===== config.mk =====
export PLATFORM = sky130hd
export DESIGN_NAME = lane_scheduler_flat
export DESIGN_NICKNAME = d
export VERILOG_FILES = /design/src/rtl/lane_scheduler_if.sv /design/src/rtl/lane_scheduler.sv /design/src/flat_wrapper.sv
export SDC_FILE = /design/constraint.sdc
export NUM_CORES = 1
export LEC_CHECK = 0
export ABC_AREA = 1
export CORE_ASPECT_RATIO = 0.75
export CORE_UTILIZATION = 63
export DETAILED_ROUTE_END_ITERATION = 7
export PLACE_DENSITY = 0.95
export SETUP_SLACK_MARGIN = 0.05
export SYNTH_ARGS = -nofsm -noshare
export SYNTH_HDL_FRONTEND = slang
export SYNTH_SLANG_ARGS = --single-unit

===== constraint.sdc =====
create_clock -name clk -period 7.98 [get_ports clk]
set_clock_uncertainty 0.2 [all_clocks]
set_input_delay 1.596 -clock clk [delete_from_list [all_inputs] [get_ports clk]]
set_output_delay 1.596 -clock clk [all_outputs]
set_load 0.02 [all_outputs]

===== src/rtl/lane_scheduler_if.sv =====
// Handshake bundle between the lane scheduler and its surroundings:
// arrival/departure events in, lane selection, phase flags and counts out.
interface lane_scheduler_if #(
  parameter int CNT_W = 4
);
  logic [3:0]         arrive;
  logic               depart;
  logic [1:0]         largest;
  logic               green;
  logic               yellow;
  logic [4*CNT_W-1:0] counts;

  modport master (
    output arrive, depart,
    input  largest, green, yellow, counts
  );

  modport slave (
    input  arrive, depart,
    output largest, green, yellow, counts
  );
endinterface


===== src/rtl/lane_scheduler.sv =====
// Lane scheduler: per-approach car counters plus a GREEN/YELLOW phase
// sequencer that serves the approach with the most waiting cars.
//
// state  | meaning
// IDLE   | no cars waiting, lights dark
// SELECT | one-cycle gap, latch argmax lane into largest
// GREEN  | serve largest, bounded by GREEN_MIN..GREEN_MAX cycles
// YELLOW | fixed YELLOW_LEN cycles before reselecting
module lane_scheduler #(
  parameter int CNT_W      = 4,
  parameter int GREEN_MIN  = 4,
  parameter int GREEN_MAX  = 16,
  parameter int YELLOW_LEN = 2
) (
  input  logic              clk,
  input  logic              rst_n,
  lane_scheduler_if.slave   bus
);
  localparam int TMR_MAX = (GREEN_MAX > YELLOW_LEN) ? GREEN_MAX : YELLOW_LEN;
  localparam int TMR_W   = $clog2(TMR_MAX + 1);

  typedef enum logic [1:0] {IDLE, SELECT, GREEN, YELLOW} state_t;

  state_t             state_q;
  logic [TMR_W-1:0]   timer_q;
  logic [1:0]         largest_q;
  logic               green_q;
  logic               yellow_q;
  logic [CNT_W-1:0]   cnt_q [4];
  logic [CNT_W-1:0]   cnt_d [4];

  logic [1:0]         best_idx;
  logic [CNT_W-1:0]   best_cnt;
  logic [CNT_W-1:0]   cur_cnt;
  logic               rival;
  logic               any_waiting;
  logic               green_done;

  // Argmax over registered counts; strict compare keeps the lowest index on ties.
  always_comb begin
    best_idx = 2'd0;
    best_cnt = cnt_q[0];
    for (int i = 1; i < 4; i++) begin
      if (cnt_q[i] > best_cnt) begin
        best_cnt = cnt_q[i];
        best_idx = 2'(i);
      end
    end
  end

  // Phase-end conditions for the currently served lane.
  always_comb begin
    cur_cnt     = cnt_q[largest_q];
    rival       = 1'b0;
    any_waiting = 1'b0;
    for (int i = 0; i < 4; i++) begin
      if (2'(i) != largest_q && cnt_q[i] > cur_cnt) rival = 1'b1;
      if (cnt_q[i] != '0) any_waiting = 1'b1;
    end
    green_done = (timer_q == TMR_W'(GREEN_MAX - 1)) ||
                 ((timer_q >= TMR_W'(GREEN_MIN - 1)) && ((cur_cnt == '0) || rival));
  end

  // Counter next-state: saturating increment, depart only on the served lane;
  // a same-cycle arrive and depart cancel even when the counter is full.
  always_comb begin
    for (int i = 0; i < 4; i++) begin
      logic dec_ok;
      dec_ok   = bus.depart && (state_q == GREEN) && (largest_q == 2'(i)) && (cnt_q[i] != '0);
      cnt_d[i] = cnt_q[i];
      if (bus.arrive[i] && dec_ok)        cnt_d[i] = cnt_q[i];
      else if (bus.arrive[i] && cnt_q[i] != '1) cnt_d[i] = cnt_q[i] + 1'b1;
      else if (dec_ok)                    cnt_d[i] = cnt_q[i] - 1'b1;
    end
  end

  // Per-lane car counters.
  always_ff @(posedge clk or negedge rst_n) begin
    if (!rst_n) begin
      for (int i = 0; i < 4; i++) cnt_q[i] <= '0;
    end else begin
      for (int i = 0; i < 4; i++) cnt_q[i] <= cnt_d[i];
    end
  end

  // Phase sequencer; green/yellow are registered alongside the state.
  always_ff @(posedge clk or negedge rst_n) begin
    if (!rst_n) begin
      state_q   <= IDLE;
      timer_q   <= '0;
      largest_q <= 2'd0;
      green_q   <= 1'b0;
      yellow_q  <= 1'b0;
    end else begin
      case (state_q)
        IDLE: begin
          if (any_waiting) state_q <= SELECT;
        end
        SELECT: begin
          largest_q <= best_idx;
          timer_q   <= '0;
          state_q   <= GREEN;
          green_q   <= 1'b1;
        end
        GREEN: begin
          if (green_done) begin
            timer_q  <= '0;
            state_q  <= YELLOW;
            green_q  <= 1'b0;
            yellow_q <= 1'b1;
          end else begin
            timer_q <= timer_q + 1'b1;
          end
        end
        YELLOW: begin
          if (timer_q == TMR_W'(YELLOW_LEN - 1)) begin
            timer_q  <= '0;
            yellow_q <= 1'b0;
            state_q  <= any_waiting ? SELECT : IDLE;
          end else begin
            timer_q <= timer_q + 1'b1;
          end
        end
        default: state_q <= IDLE;
      endcase
    end
  end

  // Output packing.
  always_comb begin
    bus.counts = '0;
    for (int i = 0; i < 4; i++) bus.counts[i*CNT_W +: CNT_W] = cnt_q[i];
    bus.largest = largest_q;
    bus.green   = green_q;
    bus.yellow  = yellow_q;
  end
endmodule


===== src/flat_wrapper.sv =====
// flat-port wrapper written by rule: the top's interface ports become plain ports
module lane_scheduler_flat 
#(
  parameter int CNT_W      = 4,
  parameter int GREEN_MIN  = 4,
  parameter int GREEN_MAX  = 16,
  parameter int YELLOW_LEN = 2
)
  (clk, rst_n, bus_arrive, bus_depart, bus_largest, bus_green, bus_yellow, bus_counts);
  lane_scheduler_if #(.CNT_W(CNT_W)) bus_i ();
  input  logic clk;
  input  logic rst_n;
  input wire logic [$bits(bus_i.arrive)-1:0] bus_arrive;
  input wire logic [$bits(bus_i.depart)-1:0] bus_depart;
  output wire logic [$bits(bus_i.largest)-1:0] bus_largest;
  output wire logic [$bits(bus_i.green)-1:0] bus_green;
  output wire logic [$bits(bus_i.yellow)-1:0] bus_yellow;
  output wire logic [$bits(bus_i.counts)-1:0] bus_counts;
  assign bus_i.arrive = bus_arrive;
  assign bus_i.depart = bus_depart;
  assign bus_largest = bus_i.largest;
  assign bus_green = bus_i.green;
  assign bus_yellow = bus_i.yellow;
  assign bus_counts = bus_i.counts;
  lane_scheduler #(.CNT_W(CNT_W), .GREEN_MIN(GREEN_MIN), .GREEN_MAX(GREEN_MAX), .YELLOW_LEN(YELLOW_LEN)) u_core (.clk(clk), .rst_n(rst_n), .bus(bus_i));
endmodule

==> results.cfg <==
[status]
status = completed

[route]
drtPass1Iterations = 6
wl_per_cell_um = 14.08
num_vias = 2643
first_iter_violations = 227
ant_nets = 0
wl_mm = 6.547
drc_errors = 0
via_per_inst = 5.684

[layout]
nets = 466
antennaDiodeCount = 0
final_util = 0.7579
area_delta_synth_final_pct = 13.58
fill_cells = 320
fin_area_um2 = 3129
drive_gt1_frac = 0.07805

[placement]
post-dp-hpwl_mm = 5.119
io_buffers = 26
place.gp.congestion = 1.004
place_area_um2 = 3084

[logic_synthesis]
synth_mux_area_frac = 0
yosys_register_bits = 27
synth.distinct_cells = 25
synth_compound_area_frac = 0.1104
synth_nets = 435
synth_xor_area_frac = 0.04133
synth_fa_ha_area_frac = 0.2289
syn_inst = 380
netlist_area_um2 = 2755
synth_top_family_by_area = simple AND/OR/NAND/NOR gates
ys_seq_area_frac = 0.2452
yosysWarnings = 0
synthSimpleGateAreaFrac = 0.2925
syn_area_per_cell_um2 = 7.250

[clocking]
cts.path.max_buffers = 2
cts_resized = 0
cts_tree = yes
postCtsSetupRepairBufs = 0
cts_hold_buf = 0
h-tree-depth = 1
clk_transition_reported_paths_ns = 0.10
cts_buffers = 3
root_buffer = clkbuf_8
clock-sinks = 27
clk_latency_ns = 0.28

[timing]
rsz0062_at_grt = no
finalSetupTns_ns = 0
maxSlewHeadroom = 0.5914
finalSetupViolCount = 0
slew_violations = 0
min_period_ns = 4.069
finalHoldViolCount = 0
fmax_mhz = 245.8
tightest_slew_ns = 0.6088
timing.final.crit_share = 0.5099

[setup_path]
cp_common_cell = o21ai_0
r2r_start = u_core.bus.counts[1]
path_cells = inv_1, ha_1, inv_1, nor2_1, o21ai_0, nand2_1, nand2_1, o21ai_0, ha_1, nand2_1, o21ai_1, o21ai_0, ha_1, inv_1, nor2_1, o21ai_0, a32oi_1, nor2_1, a22oi_1
cp_slowest_stage_delay_ns = 0.50
critPathKind = reg2reg
endpoint_kind = flop
regToRegSetupSlack_ns = 3.91
crit_start = u_core.bus.counts[1]
reg2reg_to = u_core.bus.largest[1]
worst-endpoint-required_ns = 7.92
r2r_cells = 19
worstPathArrival_ns = 4.01
worstPathMaxFanout = 10
slowest_stage = o21ai_1
cp-endpoint = u_core.bus.largest[1]
start_kind = flop

[floorplan]
start_util = 0.6673
fp-row-count = 20
io_pins = 27
core_um2 = 4129
die_w_um = 78.36
die_area_um2 = 4644
die_h_um = 59.27

[min_path]
hold_path_class = reg2reg

[global_route]
overflow = 0
grt_max_degree = 28
grt_pass1_wl_mm = 10.83
antenna_found_initial = 0
first_global_vias = 2405
gr-usage-all-layers = 0.2989

[job]
maxCapViolations = 0
[cells in the mapped netlist]
cell type  instances  area [um^2]
nand2_1          100        375.4
or2_2              4        25.02
nand2_2            9        56.30
buf_4              1        7.510
ha_1              44        550.5
fa_1               4        80.08
a32oi_1            1        8.760
nor2_2             4        25.02
nor2_1            28        105.1
a211oi_1           4        30.03
dfrtp_1           27        675.7
o21a_1             5        37.54
nor2_4             2        22.52
inv_1             55        206.5
xor2_1            13        113.9
inv_2              3        11.26
nand3_2            2        20.02
nand2_4            2        22.52
a22oi_1            2        15.01
o21ai_0           19        95.09
a21oi_1           12        60.06
o21ai_2            2        17.52
o21ai_1            8        40.04
nand4_1            7        43.79
nand3_1           22        110.1
[flip-flops by register name, summed over array words and instances (netlist names)]
register            cells
u_core.bus.counts      16
u_core.bus.yellow       1
u_core.bus.largest      2
u_core.bus.green        1
u_core.timer_q          5
u_core.state_q          2
[final cells by class]
class | count | area (um^2) | share of cell area
inverters | 58 | 217.7 | 0.06957
clock buffers | 4 | 45.04 | 0.01439
multi-input cells | 294 | 1854 | 0.5926
repair buffers | 27 | 267.8 | 0.08557
flip-flops and latches | 27 | 675.6 | 0.2159
well taps | 55 | 68.82 | 0.02199
[per-layer routing]
metal / GRT usage / routed length, um / up-vias
met4: 0.06085 / 104 / 0
met3: 0.04923 / 500 / 19
met1: 0.4094 / 2926 / 1224
met5: 0 / 0 / -
met2: 0.5050 / 3015 / 110
li1: - / - / 1290
[critical path, delay by kind of cell (launching register included)]
kind / cells / cell delay (ns)
flip-flops: 1 / 0.49
AO/OA/AOI/OAI: 7 / 1.39
AND/OR/NAND/NOR: 6 / 0.57
adder cells (fa/ha/maj): 3 / 0.99
buffers and inverters: 3 / 0.28
[cells by family after synthesis]
group	count (synthesis)
simple gates	180
buf+inv	59
compound gates	53
fa+ha+maj	48
flops	27
xor+xnor	13
[how the worst min path moves through the flow]
stage | slack, ns | endpoint | startpoint | depth (start not counted)
after floorplan | 0.25 | u_core.timer_q[4] | u_core.timer_q[4] | 2
after global placement | 0.26 | u_core.bus.yellow | u_core.bus.yellow | 2
after detailed placement | 0.27 | u_core.bus.yellow | u_core.bus.yellow | 2
after CTS | 0.29 | u_core.bus.yellow | u_core.bus.yellow | 2
after global routing | 0.31 | u_core.bus.yellow | u_core.bus.yellow | 2
final | 0.28 | u_core.bus.yellow | u_core.bus.yellow | 2
[stage by stage]
step	instances	worst slack (ns)	hold slack (ns)
2_1_floorplan	380	4.482	0.2459
3_3_place_gp	461	4.272	0.2566
3_5_place_dp	461	4.034	0.2668
4_1_cts	465	4.032	0.2905
5_1_grt	465	3.574	0.3089
6_report	465	3.911	0.2835
[placed cells by master, fill, tap and decap left out, types with 2 or more instances in the layout]
master,n
inv_2,3
or2_2,4
xor2_1,13
o21ai_1,8
inv_1,55
nand2_1,100
o21ai_0,19
nor2_2,4
nand3_1,22
nor2_4,2
a211oi_1,4
a22oi_1,2
nand4_1,7
dfrtp_1,27
nor2_1,28
ha_1,44
clkbuf_8,3
o21a_1,5
o21ai_2,2
fa_1,4
nand3_2,2
clkdlybuf4s50_1,26
nand2_4,2
nand2_2,9
a21oi_1,12
Power is not shown: default switching activity piles up to over one toggle a cycle in this logic, so the estimate is an artifact.
